### config.mk
export PLATFORM = sky130hd
export DESIGN_NAME = gin_stream_feeder
export DESIGN_NICKNAME = d
export VERILOG_FILES = /design/src/rtl/gin_stream_feeder.sv
export SDC_FILE = /design/constraint.sdc
export NUM_CORES = 1
export LEC_CHECK = 0
export CORE_MARGIN = 2
export CORE_UTILIZATION = 57
export CTS_CLUSTER_DIAMETER = 50
export CTS_CLUSTER_SIZE = 25
export DETAILED_ROUTE_END_ITERATION = 10
export PLACE_DENSITY = 0.92
export REMOVE_ABC_BUFFERS = 1
export SYNTH_ARGS = -nofsm -noshare
export SYNTH_HDL_FRONTEND = slang
export SYNTH_SLANG_ARGS = --single-unit
### constraint.sdc
create_clock -name clk -period 7.1 [get_ports clk]
set_input_delay 1.065 -clock clk [delete_from_list [all_inputs] [get_ports clk]]
set_output_delay 1.065 -clock clk [all_outputs]
set_load 0.005 [all_outputs]
### src/rtl/gin_stream_feeder.sv
// Purpose: walks a Y-by-X grid of tag pairs, reads cfg_words SRAM words per pair, streams them to GIN with tags.
// Latency: start at T -> first sram_en at T+1, first GIN_valid at T+3; done the cycle after the last handshake.
// Backpressure: 2-entry tagged buffer; reads issue only when a slot is guaranteed, so one word/cycle at GIN_ready=1.
module gin_stream_feeder #(
  parameter int DATA_BITS = 32,
  parameter int ADDR_BITS = 16,
  parameter int XID_BITS  = 5,
  parameter int YID_BITS  = 5,
  parameter int CNT_BITS  = 8
) (
  input  logic                 clk,
  input  logic                 rst,
  input  logic                 start,
  input  logic [ADDR_BITS-1:0] cfg_base_addr,
  input  logic [YID_BITS-1:0]  cfg_num_y,
  input  logic [XID_BITS-1:0]  cfg_num_x,
  input  logic [CNT_BITS-1:0]  cfg_words,
  input  logic [YID_BITS-1:0]  cfg_y_start,
  input  logic [XID_BITS-1:0]  cfg_x_start,
  output logic                 busy,
  output logic                 done,
  output logic                 sram_en,
  output logic [ADDR_BITS-1:0] sram_addr,
  input  logic [DATA_BITS-1:0] sram_rdata,
  output logic                 GIN_valid,
  input  logic                 GIN_ready,
  output logic [DATA_BITS-1:0] GIN_data,
  output logic [YID_BITS-1:0]  tag_Y,
  output logic [XID_BITS-1:0]  tag_X
);

  localparam logic [CNT_BITS-1:0]  W_ONE = 1;
  localparam logic [XID_BITS-1:0]  X_ONE = 1;
  localparam logic [YID_BITS-1:0]  Y_ONE = 1;
  localparam logic [ADDR_BITS-1:0] A_ONE = 1;

  typedef enum logic [1:0] {
    S_IDLE,
    S_RUN,
    S_DRAIN,
    S_DONE
  } state_t;

  state_t state, state_nxt;

  // Latched job configuration (only what the walk still needs after launch)
  logic [YID_BITS-1:0]  num_y_q;
  logic [XID_BITS-1:0]  num_x_q;
  logic [CNT_BITS-1:0]  words_q;
  logic [XID_BITS-1:0]  x_start_q;

  // Walk position: loop counters, running tags and running address
  logic [YID_BITS-1:0]  y_cnt;
  logic [XID_BITS-1:0]  x_cnt;
  logic [CNT_BITS-1:0]  w_cnt;
  logic [YID_BITS-1:0]  ty_cnt;
  logic [XID_BITS-1:0]  tx_cnt;
  logic [ADDR_BITS-1:0] addr_q;

  // Read in flight: its tags ride along until the data comes back
  logic                 inflight;
  logic [YID_BITS-1:0]  pend_ty;
  logic [XID_BITS-1:0]  pend_tx;

  // Two-entry buffer: head drives the GIN port, tail is the skid slot
  logic                 head_vld;
  logic [DATA_BITS-1:0] head_data;
  logic [YID_BITS-1:0]  head_ty;
  logic [XID_BITS-1:0]  head_tx;
  logic                 tail_vld;
  logic [DATA_BITS-1:0] tail_data;
  logic [YID_BITS-1:0]  tail_ty;
  logic [XID_BITS-1:0]  tail_tx;

  logic       pop;
  logic [1:0] slots;
  logic       issue;
  logic       last_w, last_x, last_y, last_issue;
  logic       zero_cfg;
  logic       launch;
  logic       drain_empty;

  assign pop      = head_vld & GIN_ready;
  // Occupancy plus in-flight read; the slot freed by this cycle's pop may be reused immediately
  assign slots    = 2'(head_vld) + 2'(tail_vld) + 2'(inflight);
  assign issue    = (state == S_RUN) && (slots < (2'd2 + 2'(pop)));

  assign last_w     = (w_cnt == words_q - W_ONE);
  assign last_x     = (x_cnt == num_x_q - X_ONE);
  assign last_y     = (y_cnt == num_y_q - Y_ONE);
  assign last_issue = issue & last_w & last_x & last_y;

  assign zero_cfg = (cfg_num_y == '0) | (cfg_num_x == '0) | (cfg_words == '0);
  assign launch   = (state == S_IDLE) & start;

  // Buffer empties by end of this cycle with nothing left to return
  assign drain_empty = !inflight && (!head_vld || (!tail_vld && pop));

  // State register
  always_ff @(posedge clk or negedge rst) begin
    if (!rst) state <= S_IDLE;
    else      state <= state_nxt;
  end

  // Next-state logic
  always_comb begin
    state_nxt = state;
    case (state)
      S_IDLE:  if (start) state_nxt = zero_cfg ? S_DONE : S_RUN;
      S_RUN:   if (last_issue) state_nxt = S_DRAIN;
      S_DRAIN: if (drain_empty) state_nxt = S_DONE;
      S_DONE:  state_nxt = S_IDLE;
      default: state_nxt = S_IDLE;
    endcase
  end

  // Output decode
  always_comb begin
    busy      = (state == S_RUN) || (state == S_DRAIN);
    done      = (state == S_DONE);
    sram_en   = issue;
    sram_addr = addr_q;
    GIN_valid = head_vld;
    GIN_data  = head_data;
    tag_Y     = head_ty;
    tag_X     = head_tx;
  end

  // Capture configuration at the accepting start
  always_ff @(posedge clk or negedge rst) begin
    if (!rst) begin
      num_y_q   <= '0;
      num_x_q   <= '0;
      words_q   <= '0;
      x_start_q <= '0;
    end else if (launch) begin
      num_y_q   <= cfg_num_y;
      num_x_q   <= cfg_num_x;
      words_q   <= cfg_words;
      x_start_q <= cfg_x_start;
    end
  end

  // Grid walk: word innermost, then X, then Y; address simply counts up
  always_ff @(posedge clk or negedge rst) begin
    if (!rst) begin
      y_cnt  <= '0;
      x_cnt  <= '0;
      w_cnt  <= '0;
      ty_cnt <= '0;
      tx_cnt <= '0;
      addr_q <= '0;
    end else if (launch && !zero_cfg) begin
      y_cnt  <= '0;
      x_cnt  <= '0;
      w_cnt  <= '0;
      ty_cnt <= cfg_y_start;
      tx_cnt <= cfg_x_start;
      addr_q <= cfg_base_addr;
    end else if (issue) begin
      addr_q <= addr_q + A_ONE;
      if (!last_w) begin
        w_cnt <= w_cnt + W_ONE;
      end else begin
        w_cnt <= '0;
        if (!last_x) begin
          x_cnt  <= x_cnt + X_ONE;
          tx_cnt <= tx_cnt + X_ONE;
        end else begin
          x_cnt  <= '0;
          tx_cnt <= x_start_q;
          y_cnt  <= y_cnt + Y_ONE;
          ty_cnt <= ty_cnt + Y_ONE;
        end
      end
    end
  end

  // Track the read in flight and the tags it belongs to
  always_ff @(posedge clk or negedge rst) begin
    if (!rst) begin
      inflight <= 1'b0;
      pend_ty  <= '0;
      pend_tx  <= '0;
    end else begin
      inflight <= issue;
      if (issue) begin
        pend_ty <= ty_cnt;
        pend_tx <= tx_cnt;
      end
    end
  end

  // Buffer update: returning data fills head first, tail shifts forward on pop
  always_ff @(posedge clk or negedge rst) begin
    if (!rst) begin
      head_vld  <= 1'b0;
      head_data <= '0;
      head_ty   <= '0;
      head_tx   <= '0;
      tail_vld  <= 1'b0;
      tail_data <= '0;
      tail_ty   <= '0;
      tail_tx   <= '0;
    end else if (pop) begin
      if (tail_vld) begin
        head_data <= tail_data;
        head_ty   <= tail_ty;
        head_tx   <= tail_tx;
        if (inflight) begin
          tail_data <= sram_rdata;
          tail_ty   <= pend_ty;
          tail_tx   <= pend_tx;
        end else begin
          tail_vld <= 1'b0;
        end
      end else if (inflight) begin
        head_data <= sram_rdata;
        head_ty   <= pend_ty;
        head_tx   <= pend_tx;
      end else begin
        head_vld <= 1'b0;
      end
    end else if (inflight) begin
      if (!head_vld) begin
        head_vld  <= 1'b1;
        head_data <= sram_rdata;
        head_ty   <= pend_ty;
        head_tx   <= pend_tx;
      end else begin
        tail_vld  <= 1'b1;
        tail_data <= sram_rdata;
        tail_ty   <= pend_ty;
        tail_tx   <= pend_tx;
      end
    end
  end

endmodule

== Word-level counts from Yosys, hierarchy flattened ==
Index checks and enable logic that the tools add are counted.

* Output and inout bits: 62
* Register bits after elaboration: 166

* Equal/unequal tests: 14
* $lt $le $gt $ge: 1
* Reductions and logical operators: 27
* Muxes and demuxes: 62
* Add/subtract/negate cells: 12
* Bitwise logic cells: 7

{| class="wikitable"
|+ Operators by type and width
! kind !! number
|-
| $mux W32 || 9
|-
| $mux W5 || 34
|-
| $mux W16 || 2
|-
| $mux W8 || 3
|-
| $add A5 B1 Y5 const B || 4
|-
| $add A16 B1 Y16 const B || 1
|-
| $ne A2 B2 Y1 const B || 7
|-
| $reduce_and A3 Y1 || 4
|-
| $reduce_bool A2 Y1 || 6
|-
| $eq A5 B5 Y1 || 2
|-
| $logic_not A5 Y1 || 2
|-
| $sub A5 B1 Y5 const B || 2
|-
| $mux W1 || 9
|-
| $add A8 B1 Y8 const B || 1
|-
| $eq A8 B8 Y1 || 1
|-
| $logic_not A8 Y1 || 1
|-
| $mux W2 || 4
|-
| $pmux W2 S4 || 1
|-
| $sub A8 B1 Y8 const B || 1
|-
| $and A1 B1 Y1 || 5
|-
| $eq A2 B2 Y1 const B || 2
|-
| $logic_and A1 B1 Y1 || 4
|-
| $logic_not A1 Y1 || 4
|-
| $reduce_and A2 Y1 || 2
|-
| 10 further kinds || 12
|}

== Depth between registers and ports, before layout ==
Gate-level depths: netlist (run 1).

* Depth after elaboration: 9
* Depth in mapped cells: 11
* Mapped depth without buffers: 10

== Least setup slack after synthesis (run 1) ==
Ideal clock, no wire load.

* Path kind: input to output
* Start point: in GIN_ready
* End point: out sram_en
* Setup slack: 4.115 ns
* Buffers on the path: 2
* Required time: 6.035 ns
* Stages: 6
* Arrival time: 1.920 ns
* Cells stage by stage: nand3b_1 nand2_1 nand2_1 inv_1 clkbuf_1 buf_1

* Longest elaborated chain between the ends: 4

{| class="wikitable"
|+ RTL lines
! what !! RTL line !! RTL
|-
| start: declaration || 26 || <nowiki>input logic GIN_ready,</nowiki>
|-
| $and A1 B1 Y1 || 83 || <nowiki>assign pop = head_vld & GIN_ready;</nowiki>
|-
| $add A2 B1 Y2 || 86 || <nowiki>assign issue = (state == S_RUN) && (slots < (2'd2 + 2'(pop)));</nowiki>
|-
| $lt A2 B2 Y1 || 86 ||
|-
| $logic_and A1 B1 Y1 || 86 ||
|-
| end: declaration || 22 || <nowiki>output logic sram_en,</nowiki>
|}

Every way passes these cells.

== Worst setup path in the final report (run 1) ==
Ends and elaborated chain as after synthesis.

==> results.json, run 1 <==
{
  "status": "completed",
  "cpPeakStageDelay_ns": 0.72,
  "ir_drop_v": 0.000188,
  "yosysWarnings": 0,
  "swShare": 0.330,
  "layout-drive-gt1-share": 0.126,
  "synth.cell_area_um2": 7860,
  "power_density_nw_per_um2": 347,
  "areaGrowthSynthToFinish_pct": 27.1,
  "slew_violations": 0,
  "p_int_mw": 2.32,
  "start_util": 0.588,
  "antenna_found_initial": 0,
  "die_h_um": 121,
  "hold_start": "GIN_data[28]$_DFFE_PN0P_",
  "io-pin-count": 142,
  "clkTransAtPathRegs_ns": 0.06,
  "worstHoldPathCells": 2,
  "cts_tree": "yes",
  "crit_type": "input port to output pin",
  "max_slew_margin": 0.240,
  "synth_flop_cell": "dfrtp_1",
  "period_needed_ns": 4.75,
  "diodes": 0,
  "synthXorXnorAreaFrac": 0.0479,
  "crit_required_ns": 6.03,
  "post-route-drc-count": 0,
  "synth_top_family_by_area": "multiplexers",
  "drt_iter0_markers": 532,
  "reg2reg_to": "x_cnt[3]$_DFFE_PN0P_",
  "synth-compound-area-share": 0.0957,
  "cts_sinks": 166,
  "hpwlAfterDp_mm": 11.8,
  "seqPwrFrac": 0.402,
  "p_clk_frac": 0.249,
  "synth-edff-count": 0,
  "synth-seq-cells": 166,
  "cts_setup_buffers": 0,
  "num_vias": 6084,
  "cts_resized": 0,
  "clk_latency_ns": 0.42,
  "critPathSlowestCell": "inv_1",
  "fin_crit_sh": 0.668,
  "synthAdderAreaFrac": 0.0248,
  "tns_ns": 0,
  "p_sw_mw": 1.14,
  "worst_slew_pin_slew_ns": 1.14,
  "arrival_ns": 3.68,
  "portBuffers": 141,
  "hold_viol": 0,
  "syn_area_per_cell_um2": 10.7,
  "hold_end": "GIN_data[28]$_DFFE_PN0P_",
  "ys_types": 56,
  "cp-start-kind": "input port",
  "synthSimpleGateAreaFrac": 0.134,
  "synthArstFlopShare": 1.00,
  "htreeDepth": 4,
  "grt_pass1_wl_mm": 29.4,
  "grt_pass1_vias": 5969,
  "final_nets": 958,
  "cts_buffers": 17,
  "r2r_setup_slack_ns": 3.42,
  "wl_mm": 17.6,
  "ys_seq_area_frac": 0.529,
  "netlist_instances": 732,
  "coreArea_um2": 13300,
  "firstDrtPassIters": 5,
  "drv_cap": 0,
  "power.total_mw": 3.46,
  "dieArea_um2": 14700,
  "grt_overflow": 0,
  "setup_slack_ns": 2.35,
  "cts-root-buf": "clkbuf_16",
  "wire_per_inst_um": 16.7,
  "hp-class": "flip-flop to flip-flop",
  "synthMuxAreaShare": 0.145,
  "detail-route-antenna-nets": 0,
  "clockBufferDepth": 2,
  "place.gp.congestion": 0.789,
  "crit_chain": "clkdlybuf4s50_1, nand3b_1, nand2_1, nand2_1, inv_1, clkdlybuf4s50_1",
  "r2r_start": "state[0]$_DFFE_PN0P_",
  "grtUsageTotal": 0.251,
  "rows": 42,
  "p_leak_nw": 4.56,
  "finalSetupViolCount": 0,
  "die_w_um": 121,
  "cp_max_fo": 21,
  "endpoint_kind": "output pin",
  "power_frac_comb": 0.348,
  "rsz0062_at_grt": "false",
  "grt_max_degree": 105,
  "postCtsHoldBufs": 0,
  "routed_via_density": 5.78,
  "max_freq_mhz": 211,
  "post-place-ws_ns": 2.38,
  "r2r_cells": 7,
  "worst_clock_skew_ns": 0.00625
}
-- layout by cell type (no fill, tap or decap), types with 3 or more instances in the layout --
cell and n:
a21oi_1 13, nand2_1 110, nand3_1 19, clkinv_4 3, o21ai_0 65, and3_1 5
clkinvlp_4 4, inv_1 14, o31ai_1 5, clkinv_2 3, xor2_1 25, or4_1 6
a31oi_1 8, clkdlybuf4s50_1 140, clkbuf_16 17, dfrtp_1 166, buf_4 5, xnor2_1 18
ha_1 14, nor2_1 47, nand4_1 7, mux2_2 65, inv_6 3, nand2b_1 9
o22ai_1 10, mux2i_1 41, nor3_1 4
-- logic make-up (layout without fill, tap and decap cells) --
| group | after synthesis | in the layout |
|---|---|---|
| flip-flops | 166 | 166 |
| XOR/XNOR | 43 | 43 |
| adder cells (fa/ha/maj) | 15 | 15 |
| buffers and inverters | 48 | 192 |
| AND/OR/NAND/NOR | 228 | 228 |
| multiplexers | 106 | 106 |
| AO/OA/AOI/OAI | 126 | 126 |
-- worst max path at each step --
stage,startpoint,end,depth (start not counted)
after floorplan,start,x_cnt[3]$_DFFE_PN0P_,4
after global placement,GIN_ready,sram_en,6
after detailed placement,GIN_ready,sram_en,6
after CTS,GIN_ready,sram_en,6
after global routing,GIN_ready,sram_en,6
final,GIN_ready,sram_en,6
-- cells in the mapped netlist (2+ instances only) --
library cell / instances / area share
or4_1: 6 / 0.0057
a211oi_1: 3 / 0.0029
o31ai_1: 5 / 0.0048
inv_1: 14 / 0.0067
or3_1: 2 / 0.0016
and2_1: 2 / 0.0016
nand3_1: 19 / 0.012
and3_1: 6 / 0.0048
a22o_1: 2 / 0.0022
a31oi_1: 8 / 0.0064
nor2_1: 47 / 0.022
nand2b_1: 9 / 0.0072
a21oi_1: 13 / 0.0083
o41ai_1: 2 / 0.0022
o22ai_1: 11 / 0.0088
nor3_1: 4 / 0.0025
nor4_1: 2 / 0.0016
ha_1: 14 / 0.022
mux2_2: 65 / 0.093
mux2i_1: 41 / 0.052
xor2_1: 25 / 0.028
nand2_1: 111 / 0.053
nor4b_1: 2 / 0.0022
xnor2_1: 18 / 0.020
nand4_1: 7 / 0.0056
a2111oi_0: 2 / 0.0022
nand3b_1: 2 / 0.0019
o21ai_0: 65 / 0.041
buf_2: 2 / 0.0013
clkbuf_1: 28 / 0.013
dfrtp_1: 166 / 0.53
buf_1: 4 / 0.0019
nand3_2: 2 / 0.0025
-- sequential cells by signal, indices dropped and copies added, names as in the netlist --
| register | cells |
|---|---|
| pend_tx | 5 |
| tag_X | 5 |
| GIN_data | 32 |
| tail_ty | 5 |
| ty_cnt | 5 |
| tail_tx | 5 |
| inflight | 1 |
| num_x_q | 5 |
| state | 2 |
| GIN_valid | 1 |
| x_start_q | 5 |
| w_cnt | 8 |
| num_y_q | 5 |
| words_q | 8 |
| tail_data | 32 |
| tail_vld | 1 |
| y_cnt | 5 |
| pend_ty | 5 |
| tx_cnt | 5 |
| x_cnt | 5 |
| sram_addr | 16 |
| tag_Y | 5 |
-- critical path: cells and delay by family --
| kind | cells | cell delay [ns] |
|---|---|---|
| AND/OR/NAND/NOR | 3 | 0.62 |
| buffers and inverters | 3 | 2.00 |
-- through the flow --
stage	cells	hold WS (ns)	area, µm²	utilization
6_report	1052	0.479	9980	0.748
2_1_floorplan	698	0.456	7720	-
5_1_grt	1052	0.510	9980	0.748
3_5_place_dp	1020	0.470	9430	0.706
3_3_place_gp	1020	0.460	9430	0.706
4_1_cts	1052	0.484	9980	0.748
-- power groups by stage --
stage	logic (mW)	clock network, mW	registers [mW]
2_1_floorplan	0.671	0	1.37
3_3_place_gp	1.16	0	1.38
3_5_place_dp	1.20	0	1.40
4_1_cts	1.21	0.875	1.39
5_1_grt	1.33	0.918	1.42
6_report	1.21	0.862	1.39
-- layout make-up --
cell class,count,area (µm²)
repair buffers,146,1450
multi-input cells,518,3550
well taps,176,220
inverters,14,52.6
clock buffers,18,429
fillers,918,3370
flip-flops and latches,166,4150
clock inverters,14,128
-- per-layer routing --
layer | up-vias | part of all wire | track usage
li1 | 2840 | - | -
met1 | 2994 | 0.43 | 0.336
met5 | - | 0 | 0
met2 | 221 | 0.50 | 0.421
met3 | 29 | 0.055 | 0.0404
met4 | 0 | 0.016 | 0.0812
(Power assumes the default switching activity.)
==> run 2: changes to the inputs <==
CORE_UTILIZATION = 53   (was 57)
PLACE_DENSITY = 0.87   (was 0.92)
clock period = 4.9 ns   (was 7.1 ns; I/O delays follow)
==> run 2 against run 1 <==
Against the previous run: combinational power increased by 45%; critical path depth rose by 1; clock-buffer cell count rose by 1; largest power group unchanged; critical endpoint unchanged; register-to-register slack lost 1.5 ns; sequential share of layout area shrank 0.27 points.
==> results.json, run 2 (synthesized netlist as in run 1, its figures left out) <==
{
  "power_density_nw_per_um2": 502,
  "coreArea_um2": 14500,
  "crit_family": "buffers and inverters",
  "final_common_cell": "dfrtp_1",
  "rsz0062_at_grt": "false",
  "max_slew_margin": 0.330,
  "power_frac_comb": 0.347,
  "p_sw_mw": 1.63,
  "finalSetupViolCount": 0,
  "critPathBufInv": 3,
  "swShare": 0.323,
  "crit_type": "flip-flop to output pin",
  "fin_crit_sh": 0.716,
  "place.gp.congestion": 0.808,
  "layout-drive-gt1-share": 0.130,
  "hold_viol": 0,
  "seqPwrFrac": 0.397,
  "clk_latency_ns": 0.42,
  "hp-class": "input port to async pin",
  "worst_clock_skew_ns": 0.00807,
  "grt_max_degree": 112,
  "cts_buffers": 17,
  "crit_required_ns": 4.16,
  "cts_resized": 0,
  "utilization": 0.691,
  "start_util": 0.540,
  "critPathSlowestCell": "clkdlybuf4s50_1",
  "power.total_mw": 5.04,
  "areaGrowthSynthToFinish_pct": 27.9,
  "cts_setup_buffers": 0,
  "dieArea_um2": 15800,
  "clkTransAtPathRegs_ns": 0.07,
  "nFillCells": 1117,
  "cts-root-buf": "clkbuf_16",
  "diodes": 0,
  "slew_violations": 0,
  "crit_chain": "fa_1, nand3b_1, nand2_1, nand2_1, buf_4, inv_1, clkdlybuf4s50_1",
  "post-route-drc-count": 0,
  "cp-start-kind": "flip-flop",
  "postCtsHoldBufs": 0,
  "drv_cap": 0,
  "ir_drop_v": 0.000343,
  "endpoint_kind": "output pin",
  "antenna_found_initial": 0,
  "p_int_mw": 3.41,
  "hpwlAfterDp_mm": 11.7,
  "num_vias": 5962,
  "grt_pass1_vias": 5909,
  "portBuffers": 141,
  "drt_iter0_markers": 383,
  "htreeDepth": 4,
  "worst_slew_pin_slew_ns": 1.00,
  "grtUsageTotal": 0.223,
  "final_cell_mix": "dfrtp_1, clkdlybuf4s50_1, nand2_1",
  "final_nets": 961,
  "firstDrtPassIters": 4,
  "arrival_ns": 2.77,
  "status": "completed",
  "cts_sinks": 166,
  "grt_pass1_wl_mm": 28.8,
  "routed_via_density": 5.61,
  "path_depth": 7,
  "p_clk_frac": 0.256,
  "rows": 44,
  "detail-route-antenna-nets": 0,
  "max_freq_mhz": 285,
  "grt_overflow": 0,
  "io-pin-count": 142,
  "r2r_cells": 12,
  "cts_tree": "yes",
  "r2r_setup_slack_ns": 1.91,
  "die_h_um": 126,
  "cp_max_fo": 21,
  "period_needed_ns": 3.51,
  "die_w_um": 126,
  "p_leak_nw": 4.59,
  "clockBufferDepth": 2,
  "wire_per_inst_um": 16.0,
  "cpPeakStageDelay_ns": 0.57,
  "crit_top_cell": "nand2_1",
  "wl_mm": 17.0
}
==> run 2: final timing paths <==
path / from / end
worst max-delay path: inflight$_DFF_PN0_ / sram_en
worst max register to register: inflight$_DFF_PN0_ / sram_addr[12]$_DFFE_PN0P_
min in group clk: GIN_data[3]$_DFFE_PN0P_ / GIN_data[3]$_DFFE_PN0P_
worst min-delay path: rst / GIN_data[10]$_DFFE_PN0P_
worst min register to register: GIN_data[3]$_DFFE_PN0P_ / GIN_data[3]$_DFFE_PN0P_
max in group asynchronous: rst / sram_addr[5]$_DFFE_PN0P_
==> run 2: layout make-up <==
| class | instances | area (µm²) | area share |
|---|---|---|---|
| clock inverters | 13 | 124 | 0.0123 |
| well taps | 184 | 230 | 0.0229 |
| repair buffers | 149 | 1490 | 0.148 |
| inverters | 14 | 52.6 | 0.00523 |
| flip-flops and latches | 166 | 4150 | 0.413 |
| multi-input cells | 518 | 3550 | 0.353 |
| clock buffers | 19 | 453 | 0.0451 |
==> run 2: stage by stage <==
stage | worst slack, ns | hold slack [ns] | TNS [ns] | area [µm²] | cells
detailed placement | 1.44 | 0.469 | 0 | 9470 | 1031
global placement | 1.50 | 0.460 | 0 | 9470 | 1031
CTS | 1.37 | 0.483 | 0 | 10000 | 1063
global route | 1.14 | 0.517 | 0 | 10000 | 1063
finish | 1.39 | 0.453 | 0 | 10000 | 1063
floorplan | -0.138 | 0.439 | -0.604 | 7720 | 698
==> run 2: power by group through the flow <==
stage               sequential [mW]  combinational, mW  clock [mW]
finish                         2.00               1.75        1.29
CTS                            2.00               1.77        1.31
global placement               2.00               1.70           0
floorplan                      1.99              0.972           0
global route                   2.05               1.94        1.37
detailed placement             2.02               1.76           0
==> run 2: per-layer routing <==
metal | wire length, µm | track usage | part of all wire | up-vias
li1 | - | - | - | 2843
met1 | 7910 | 0.306 | 0.47 | 2922
met2 | 8110 | 0.367 | 0.48 | 176
met3 | 742 | 0.0412 | 0.044 | 21
met4 | 227 | 0.0640 | 0.013 | 0
met5 | 0 | 0 | 0 | -
